==> src/rtl/filter_gpu_pkg.sv <==
// Shared types and helpers for the filter GPU kernel-select controller.
// Optional feature macro used by this slice: KSEL_CYCLE_EN.
package filter_gpu_pkg;

   typedef enum logic [1:0] {
      IDLE,
      WAIT,
      FIRE
   } ksel_state_t;

   localparam int DEB_CYCLES_DEF = 4;
   localparam int PIX_DIV_DEF    = 2;

   // clog2 that never returns less than one bit
   function automatic int kw_f(input int n);
      return (n < 2) ? 1 : $clog2(n);
   endfunction

endpackage

==> src/rtl/kernel_select_ctrl_if.sv <==
// Button/busy inputs and kernel/restart/pixel outputs of the selector.
// Macro KSEL_CYCLE_EN adds the btn_next_n cycle button.
interface kernel_select_ctrl_if
   import filter_gpu_pkg::*;
#(
   parameter int N_KERNELS = 3
);

   localparam int KW = kw_f(N_KERNELS);

   logic [N_KERNELS-1:0] btn_n;
   logic                 busy;
   logic [KW-1:0]        kernel;
   logic                 restart;
   logic                 pend;
   logic                 pix_en;
`ifdef KSEL_CYCLE_EN
   logic                 btn_next_n;
`endif

   modport master (
`ifdef KSEL_CYCLE_EN
      output btn_next_n,
`endif
      output btn_n,
      output busy,
      input  kernel,
      input  restart,
      input  pend,
      input  pix_en
   );

   modport slave (
`ifdef KSEL_CYCLE_EN
      input  btn_next_n,
`endif
      input  btn_n,
      input  busy,
      output kernel,
      output restart,
      output pend,
      output pix_en
   );

endinterface

==> src/rtl/btn_debounce.sv <==
// One button: 2-flop synchroniser, stability debouncer, press pulse.
// press fires for one cycle on a debounced 1->0 transition.
module btn_debounce
   import filter_gpu_pkg::*;
#(
   parameter int DEB_CYCLES = DEB_CYCLES_DEF
) (
   input  logic clk,
   input  logic reset,
   input  logic btn_n,
   output logic press
);

   localparam int CW = kw_f(DEB_CYCLES);

   logic          s1;
   logic          s2;
   logic          deb;
   logic [CW-1:0] cnt;

   // sync, count differing samples, flip level after DEB_CYCLES of them
   always_ff @(posedge clk or negedge reset) begin
      if (!reset) begin
         s1    <= 1'b1;
         s2    <= 1'b1;
         deb   <= 1'b1;
         cnt   <= '0;
         press <= 1'b0;
      end else begin
         s1    <= btn_n;
         s2    <= s1;
         press <= 1'b0;
         if (s2 != deb) begin
            if (cnt == CW'(DEB_CYCLES - 1)) begin
               deb   <= s2;
               cnt   <= '0;
               press <= deb;
            end else begin
               cnt <= cnt + 1'b1;
            end
         end else begin
            cnt <= '0;
         end
      end
   end

endmodule

==> src/rtl/kernel_select_ctrl.sv <==
// Kernel selection, busy-gated restart pulse and VGA pixel enable.
// Macro KSEL_CYCLE_EN adds a next-kernel cycle button.
module kernel_select_ctrl
   import filter_gpu_pkg::*;
#(
   parameter int N_KERNELS  = 3,
   parameter int DEB_CYCLES = DEB_CYCLES_DEF,
   parameter int PIX_DIV    = PIX_DIV_DEF
) (
   input  logic               clk,
   input  logic               reset,
   kernel_select_ctrl_if.slave bus
);

   localparam int KW = kw_f(N_KERNELS);
   localparam int PW = kw_f(PIX_DIV);
`ifdef KSEL_CYCLE_EN
   localparam int NB = N_KERNELS + 1;
`else
   localparam int NB = N_KERNELS;
`endif

   ksel_state_t   state;
   ksel_state_t   nxt;
   logic [NB-1:0] raw;
   logic [NB-1:0] ev;
   logic          hit;
   logic [KW-1:0] sel;
   logic [KW-1:0] nk_q;
   logic [KW-1:0] kern_q;
   logic [PW-1:0] pcnt;
   logic [PW-1:0] pcnt_nxt;
   logic          pix_q;
   logic          restart;
   logic          pend;
`ifdef KSEL_CYCLE_EN
   logic [KW-1:0] base;
`endif

   assign raw[N_KERNELS-1:0] = bus.btn_n;
`ifdef KSEL_CYCLE_EN
   assign raw[N_KERNELS] = bus.btn_next_n;
`endif

   for (genvar gi = 0; gi < NB; gi++) begin : g_deb
      btn_debounce #(
         .DEB_CYCLES(DEB_CYCLES)
      ) u_deb (
         .clk  (clk),
         .reset(reset),
         .btn_n(raw[gi]),
         .press(ev[gi])
      );
   end

`ifdef KSEL_CYCLE_EN
   assign base = (state == WAIT) ? nk_q : kern_q;
`endif

   // pick the winning press: lowest button index, cycle button last
   always_comb begin
      hit = 1'b0;
      sel = nk_q;
      for (int i = N_KERNELS - 1; i >= 0; i--) begin
         if (ev[i]) begin
            hit = 1'b1;
            sel = KW'(i);
         end
      end
`ifdef KSEL_CYCLE_EN
      if (!hit && ev[N_KERNELS]) begin
         hit = 1'b1;
         sel = (base == KW'(N_KERNELS - 1)) ? '0 : base + 1'b1;
      end
`endif
   end

   // state, latched selection and visible kernel
   always_ff @(posedge clk or negedge reset) begin
      if (!reset) begin
         state  <= IDLE;
         nk_q   <= '0;
         kern_q <= '0;
      end else begin
         state <= nxt;
         if (hit) nk_q <= sel;
         if (nxt == FIRE) kern_q <= sel;
      end
   end

   // next state: FIRE accepts new presses exactly like IDLE
   always_comb begin
      nxt = IDLE;
      unique case (state)
         IDLE, FIRE: begin
            if (hit) nxt = bus.busy ? WAIT : FIRE;
            else nxt = IDLE;
         end
         WAIT: nxt = bus.busy ? WAIT : FIRE;
         default: nxt = IDLE;
      endcase
   end

   // state-decoded outputs
   always_comb begin
      restart = (state == FIRE);
      pend    = (state == WAIT);
   end

   assign pcnt_nxt = (pcnt == PW'(PIX_DIV - 1)) ? '0 : pcnt + 1'b1;

   // wrapping pixel divider; pix_en registered so it is 0 in reset
   always_ff @(posedge clk or negedge reset) begin
      if (!reset) begin
         pcnt  <= '0;
         pix_q <= 1'b0;
      end else begin
         pcnt  <= pcnt_nxt;
         pix_q <= (pcnt_nxt == PW'(PIX_DIV - 1));
      end
   end

   assign bus.kernel  = kern_q;
   assign bus.restart = restart;
   assign bus.pend    = pend;
   assign bus.pix_en  = pix_q;

endmodule

==> src/flat_wrapper.sv <==
// flat-port wrapper written by rule: the top's interface ports become plain ports
module kernel_select_ctrl_flat import filter_gpu_pkg::*;
#(
   parameter int N_KERNELS  = 3,
   parameter int DEB_CYCLES = DEB_CYCLES_DEF,
   parameter int PIX_DIV    = PIX_DIV_DEF
)
  (clk, reset, bus_btn_n, bus_busy, bus_kernel, bus_restart, bus_pend, bus_pix_en);
  kernel_select_ctrl_if #(.N_KERNELS(N_KERNELS)) bus_i ();
  input  logic clk;
  input  logic reset;
  input wire logic [$bits(bus_i.btn_n)-1:0] bus_btn_n;
  input wire logic [$bits(bus_i.busy)-1:0] bus_busy;
  output wire logic [$bits(bus_i.kernel)-1:0] bus_kernel;
  output wire logic [$bits(bus_i.restart)-1:0] bus_restart;
  output wire logic [$bits(bus_i.pend)-1:0] bus_pend;
  output wire logic [$bits(bus_i.pix_en)-1:0] bus_pix_en;
  assign bus_i.btn_n = bus_btn_n;
  assign bus_i.busy = bus_busy;
  assign bus_kernel = bus_i.kernel;
  assign bus_restart = bus_i.restart;
  assign bus_pend = bus_i.pend;
  assign bus_pix_en = bus_i.pix_en;
  kernel_select_ctrl #(.N_KERNELS(N_KERNELS), .DEB_CYCLES(DEB_CYCLES), .PIX_DIV(PIX_DIV)) u_core (.clk(clk), .reset(reset), .bus(bus_i));
endmodule
==> config.mk <==
export PLATFORM = sky130hd
export DESIGN_NAME = kernel_select_ctrl_flat
export DESIGN_NICKNAME = d
export VERILOG_FILES = /design/src/rtl/filter_gpu_pkg.sv /design/src/rtl/kernel_select_ctrl_if.sv /design/src/rtl/btn_debounce.sv /design/src/rtl/kernel_select_ctrl.sv /design/src/flat_wrapper.sv
export SDC_FILE = /design/constraint.sdc
export NUM_CORES = 1
export LEC_CHECK = 0
export BUFFER_PORTS_ARGS = -buffer_cell sky130_fd_sc_hd__clkbuf_2
export CAP_MARGIN = 15
export CORE_UTILIZATION = 40
export CTS_BUF_LIST = sky130_fd_sc_hd__clkbuf_4 sky130_fd_sc_hd__clkbuf_8
export CTS_CLUSTER_SIZE = 30
export DETAILED_ROUTE_END_ITERATION = 16
export MAX_ROUTING_LAYER = met4
export PLACE_DENSITY_LB_ADDON = 0.1
export SLEW_MARGIN = 30
export SYNTH_ARGS = -nofsm -noshare
export SYNTH_HDL_FRONTEND = slang
export SYNTH_SLANG_ARGS = --single-unit
==> constraint.sdc <==
create_clock -name clk -period 2.67 [get_ports clk]
set_input_delay 0.267 -clock clk [delete_from_list [all_inputs] [get_ports clk]]
set_output_delay 0.267 -clock clk [all_outputs]
set_load 0.03 [all_outputs]
==> flow_summary.json, run 1 <==
{
  "start_util_pct": 44.6,
  "synth_compound_area_share_pct": 0.549,
  "synth_top_area_cell": "dfrtp_1",
  "crit_chain": "or4_4, nand3b_4, mux2_4",
  "htree_levels": 1,
  "num-nets-final": 86,
  "io_pins": 11,
  "clk_pin_slew_worst_paths_ns": 0.13,
  "synth_most_common_cell": "dfrtp_1",
  "worstReg2RegStart": "u_core.g_deb[0].u_deb.press",
  "grt_pass1_vias": 433,
  "drv_slew": 0,
  "clockRootBuffer": "clkbuf_4",
  "finalCritPeriodShare_pct": 55.5,
  "worstPathRequired_ns": 2.87,
  "antenna_found_initial": 0,
  "layout_min_cycle_time_ns": 1.48,
  "synthesis.nets": 68,
  "grt_max_degree": 26,
  "synth_common_cells": "16 x dfrtp_1, 9 x dfstp_2, 4 x nor2b_1",
  "place.gp.congestion": 0.754,
  "synthMuxAreaShare_pct": 7.01,
  "drtPass1Iterations": 4,
  "synth_area_um2": 911,
  "yosysWarnings": 0,
  "vias_per_cell": 4.48,
  "worst_pin_slew_ns": 0.583,
  "vias": 461,
  "synth_cell_types": 20,
  "dp_hpwl_um": 785,
  "cp_max_fo": 3,
  "wl_per_cell_um": 10.5,
  "cts_setup_buffers": 0,
  "grt_overflow_total": 0,
  "core.rowCount": 16,
  "hold_violations": 0,
  "drv_cap": 0,
  "portBuffers": 10,
  "synthAdderAreaFrac_pct": 4.12,
  "rrSetupSlack_ns": 1.19,
  "cp-endpoint": "u_core.bus.kernel[1]",
  "vdd_drop_max_v": 0.000451,
  "synth_area_leaders": "dfrtp_1 44%, dfstp_2 26%, ha_1 4.1%",
  "layout-drive-gt1-share_pct": 39.5,
  "stdcell_area_um2": 1050,
  "clock_latency_ns": 0.31,
  "dpl_cell_area_um2": 995,
  "max_freq_mhz": 674,
  "synth-seq-cells": 25,
  "end_kind": "register",
  "ys_seq_area_share_pct": 69.9,
  "finalWirelength_um": 1080,
  "yosysTopAreaCellShare_pct": 44.0,
  "fin_worst_skew_ns": 0.00902,
  "cts.sinks": 25,
  "r2r-end": "u_core.bus.kernel[1]",
  "outcome": "finished clean",
  "antenna_left": 0,
  "gr-usage-all-layers_pct": 10.8,
  "ff2ff_path_depth": 3,
  "synth-xor-area-share_pct": 2.88,
  "synth-edff-count": 0,
  "synth_top_family_by_area": "simple AND/OR/NAND/NOR gates",
  "ys_async_sr_fraction_pct": 100,
  "yosys.area_share.simple_pct": 14.3,
  "synth_ff_type": "dfrtp_1",
  "finalSetupViolCount": 0,
  "dieHeight_um": 49.7,
  "max_stage_delay_ns": 0.56,
  "rsz0062_at_grt": "false",
  "dr.first_iter.drc_count": 3,
  "arrival_ns": 1.68,
  "relSlewSlack_pct": 61.1,
  "fin_setup_tns_ns": 0,
  "core-area_um2": 2040,
  "leakagePower_nw": 0.528,
  "cts_buffers": 3,
  "crit_slowest_cell": "or4_4",
  "die_x_um": 49.7,
  "criticalPathCategory": "register to register",
  "cp-startpoint": "u_core.g_deb[0].u_deb.press",
  "clk_path_buf_depth": 2,
  "drc": 0,
  "area_growth_pct": 15.5,
  "cp-start-kind": "register",
  "grt_pass1_wl_um": 1900,
  "min_path_type": "primary input to register",
  "dieArea_um2": 2470,
  "powerDensity_nw_per_um2": 916,
  "synthCells": 59,
  "avgSynthCellArea_um2": 15.4,
  "cts_tree": "built",
  "diodes": 0
}
per-layer routing:
layer  wire, um  global-route usage [%]  vias to the layer above
met5          0                       -                        -
met1        535                    14.3                      219
met3         46                    1.85                        2
li1           -                       -                      229
met2        488                    15.8                       11
met4          6                    5.71                        0
state kept, by name, summed over array words and instances (netlist names), 2 cells and up:
| name | cells |
|---|---|
| u_core.g_deb.u_deb.press | 3 |
| u_core.nk_q | 2 |
| u_core.g_deb.u_deb.s2 | 3 |
| u_core.g_deb.u_deb.s1 | 3 |
| u_core.state | 2 |
| u_core.g_deb.u_deb.cnt | 6 |
| u_core.g_deb.u_deb.deb | 3 |
| u_core.bus.kernel | 2 |
cell families (layout without fill, tap and decap cells):
logic type	count (synthesis)	in the layout
flip-flops	25	25
AND/OR/NAND/NOR	19	19
multiplexers	5	5
adder cells (fa/ha/maj)	3	3
XOR/XNOR	3	3
buffers and inverters	3	20
AO/OA/AOI/OAI	1	1
cells in the final DEF, fill, tap and decap left out, drive strengths merged, types with 3 or more instances in the layout:
cell type    Yosys  layout
mux2             5       5
clkbuf           0      13
dfstp            9       9
nor3             3       3
nor2b            4       4
ha               3       3
inv              3       3
dfrtp           16      16
dlygate4sd3      0       3
critical path, delay by kind of cell (launching register included):
| kind | cells | cell delay, ns |
|---|---|---|
| DFF | 1 | 0.41 |
| and+or+nand+nor | 2 | 0.67 |
| muxes | 1 | 0.29 |
cell type report:
cell class	instances	area, um2
clock inverters	1	5.00
repair buffers	13	80.1
inverters	3	11.3
multi-input cells	31	263
clock buffers	3	22.5
well taps	27	33.8
fillers	198	990
flip-flops and latches	25	637
worst min path at each step:
stage | from | to | slack, ns | cells past startpoint
2_1_floorplan | reset | u_core.bus.kernel[0] | -0.03 | 0
3_3_place_gp | reset | u_core.state[1] | 0.30 | 1
3_5_place_dp | reset | u_core.state[1] | 0.30 | 1
4_1_cts | bus_btn_n[2] | u_core.g_deb[2].u_deb.s1 | 0.02 | 1
5_1_grt | bus_btn_n[2] | u_core.g_deb[2].u_deb.s1 | 0.008 | 1
6_report | bus_btn_n[2] | u_core.g_deb[2].u_deb.s1 | 0.04 | 1
power by group:
group / switching (mW) / internal (mW) / total, mW
clock network: 0.103 / 0.0559 / 0.159
registers: 0.0536 / 0.498 / 0.551
logic: 0.122 / 0.131 / 0.253
metrics by stage:
stage / util, % / power [mW] / cells / worst slack (ns) / hold WS, ns
2_1_floorplan: - / 0.749 / 59 / 1.24 / -0.0286
3_3_place_gp: 48.7 / 0.807 / 96 / 1.23 / 0.298
3_5_place_dp: 48.7 / 0.816 / 96 / 1.21 / 0.299
4_1_cts: 51.5 / 0.983 / 103 / 1.18 / 0.0181
5_1_grt: 51.5 / 1.04 / 103 / 1.15 / 0.00783
6_report: 51.5 / 0.964 / 103 / 1.19 / 0.0351
repair_timing:
action,4_1_cts,5_1_grt
hold buffers,3,0
endpoints found under the hold margin,18,0
resized for setup,0,0
Note: power is estimated with default switching activity, not from simulation.
==> run 2: changes to the inputs <==
- clock period: 2.67 -> 1.3 ns (I/O delays scaled with it)
==> run 2 against run 1 <==
Compared with the run above: the run now ends with setup timing left; global-route usage increased by 1.9 points; core utilization is 2.7 points higher; non-clock buffer count increased by 6; flip-flop and latch count is the same; clock-buffer cell count is the same; largest power group unchanged; worst setup slack lost 1.3 ns; maximum frequency up 3.1%; sequential share of layout area is 3.0 points lower; cell count up 5.8%.
==> flow_summary.json, run 2 (synthesis results as in run 1) <==
{
  "worstPathRequired_ns": 1.52,
  "whs_path_depth": 2,
  "clock_latency_ns": 0.31,
  "worstHoldStart": "bus_busy",
  "wl_per_cell_um": 10.8,
  "die_x_um": 49.7,
  "core.rowCount": 16,
  "final_cell_mix": "16 x dfrtp_1, 9 x dfstp_2, 8 x clkbuf_2",
  "crit_chain": "or4_4, nand3b_4, mux2_4",
  "min_path_type": "primary input to register",
  "violations": "setup timing",
  "fin_worst_skew_ns": 0.00934,
  "regMostFlops": "u_core.g_deb.u_deb.cnt",
  "gr-usage-all-layers_pct": 12.6,
  "dieArea_um2": 2470,
  "worst_pin_slew_ns": 0.579,
  "grt_max_degree": 26,
  "grt_pass1_vias": 479,
  "crit_slowest_cell": "or4_4",
  "max_freq_mhz": 695,
  "start_util_pct": 44.6,
  "io_pins": 11,
  "dp_hpwl_um": 833,
  "critPathTopFamily": "simple AND/OR/NAND/NOR gates",
  "cts.sinks": 25,
  "rrSetupSlack_ns": -0.14,
  "hold_path_end": "u_core.state[0]",
  "dieHeight_um": 49.7,
  "vias": 502,
  "finalSetupViolCount": 4,
  "dpl.cell_count": 100,
  "num-nets-final": 92,
  "portBuffers": 10,
  "total_power_mw": 2.03,
  "worstReg2RegStart": "u_core.state[0]",
  "vdd_drop_max_v": 0.000850,
  "r2r-end": "u_core.bus.kernel[1]",
  "utilization_pct": 54.2,
  "antenna_found_initial": 0,
  "cts_tree": "built",
  "leakagePower_nw": 0.557,
  "antenna_left": 0,
  "largest_reg_flops": 6,
  "finalWirelength_um": 1180,
  "arrival_ns": 1.66,
  "final_common_cell": "dfrtp_1",
  "cp.buffers_inverters": 0,
  "final-instance-count-excl-fill": 109,
  "hold_violations": 0,
  "place.gp.congestion": 0.655,
  "htree_levels": 1,
  "layout-drive-gt1-share_pct": 42.7,
  "drc": 0,
  "clk_path_buf_depth": 2,
  "fin_setup_tns_ns": -0.394,
  "layout_setup_ws_ns": -0.139,
  "grt_pass1_wl_um": 2100,
  "finalCritPeriodShare_pct": 111,
  "cts_buffers": 3,
  "relSlewSlack_pct": 61.4,
  "place_ws_ns": -0.143,
  "path_depth": 3,
  "end_kind": "register",
  "drv_slew": 0,
  "max_stage_delay_ns": 0.55,
  "clk_pin_slew_worst_paths_ns": 0.14,
  "clockRootBuffer": "clkbuf_4",
  "core-area_um2": 2040,
  "vias_per_cell": 4.61,
  "rsz0062_at_grt": "true",
  "grt_overflow_total": 0,
  "diodes": 0,
  "outcome": "finished, violations left",
  "cp-start-kind": "register",
  "criticalPathCategory": "register to register",
  "cp_max_fo": 3,
  "drtPass1Iterations": 4,
  "drv_cap": 0,
  "ff2ff_path_depth": 3,
  "layout_min_cycle_time_ns": 1.44,
  "dr.first_iter.drc_count": 1,
  "powerDensity_nw_per_um2": 1830,
  "area_growth_pct": 21.6
}
run 2: cell types whose count changed in the layout (fill, tap and decap cells not counted):
cell,previous run,this run
buf_4,0,7
clkbuf_2,10,8
clkinv_2,1,0
clkinvlp_4,0,1
dlygate4sd3_1,3,4
run 2: final cells by class:
type / instances / area (um2)
Clock buffer: 3 / 22.5
Sequential cell: 25 / 637
Multi-Input combinational cell: 31 / 263
Timing Repair Buffer: 19 / 133
Inverter: 3 / 11.3
Tap cell: 27 / 33.8
Clock inverter: 1 / 7.51
Fill cell: 186 / 935
run 2: how the worst max path moves through the flow:
stage               slack, ns                   startpoint              endpoint
global route            -0.16  u_core.g_deb[0].u_deb.press  u_core.bus.kernel[0]
detailed placement      -0.14  u_core.g_deb[2].u_deb.press  u_core.bus.kernel[0]
floorplan               -0.13  u_core.g_deb[2].u_deb.press  u_core.bus.kernel[0]
global placement        -0.13  u_core.g_deb[2].u_deb.press  u_core.bus.kernel[1]
CTS                     -0.14              u_core.state[0]  u_core.bus.kernel[0]
finish                  -0.14              u_core.state[0]  u_core.bus.kernel[1]
run 2: per-layer routing:
layer	wire, um	part of all wire [%]	global-route usage, %	up-vias
li1	-	-	-	241
met1	539	46	14.0	247
met2	579	49	19.6	12
met3	45	3.8	3.70	2
met4	18	1.5	8.57	0
met5	0	0	-	-
run 2: through the flow:
stage | instance area (um2) | hold slack, ns
floorplan | 911 | -0.166
global placement | 1020 | 0.167
detailed placement | 1020 | 0.167
CTS | 1090 | 0.0706
global route | 1110 | 0.0803
finish | 1110 | 0.0839
run 2: report_power, final:
group	internal, mW	leakage, nW	switching (mW)
clock	0.117	0.0139	0.228
combinational	0.296	0.240	0.254
sequential	1.02	0.303	0.112
total	1.44	0.557	0.594
run 2: timing repair:
item | CTS | global route
endpoints found under the setup margin | 2 | 4
pin swaps | 2 | 0
resized for setup | 0 | 6
endpoints found under the hold margin | 19 | 0
setup buffers | 0 | 1
hold buffers | 4 | 0
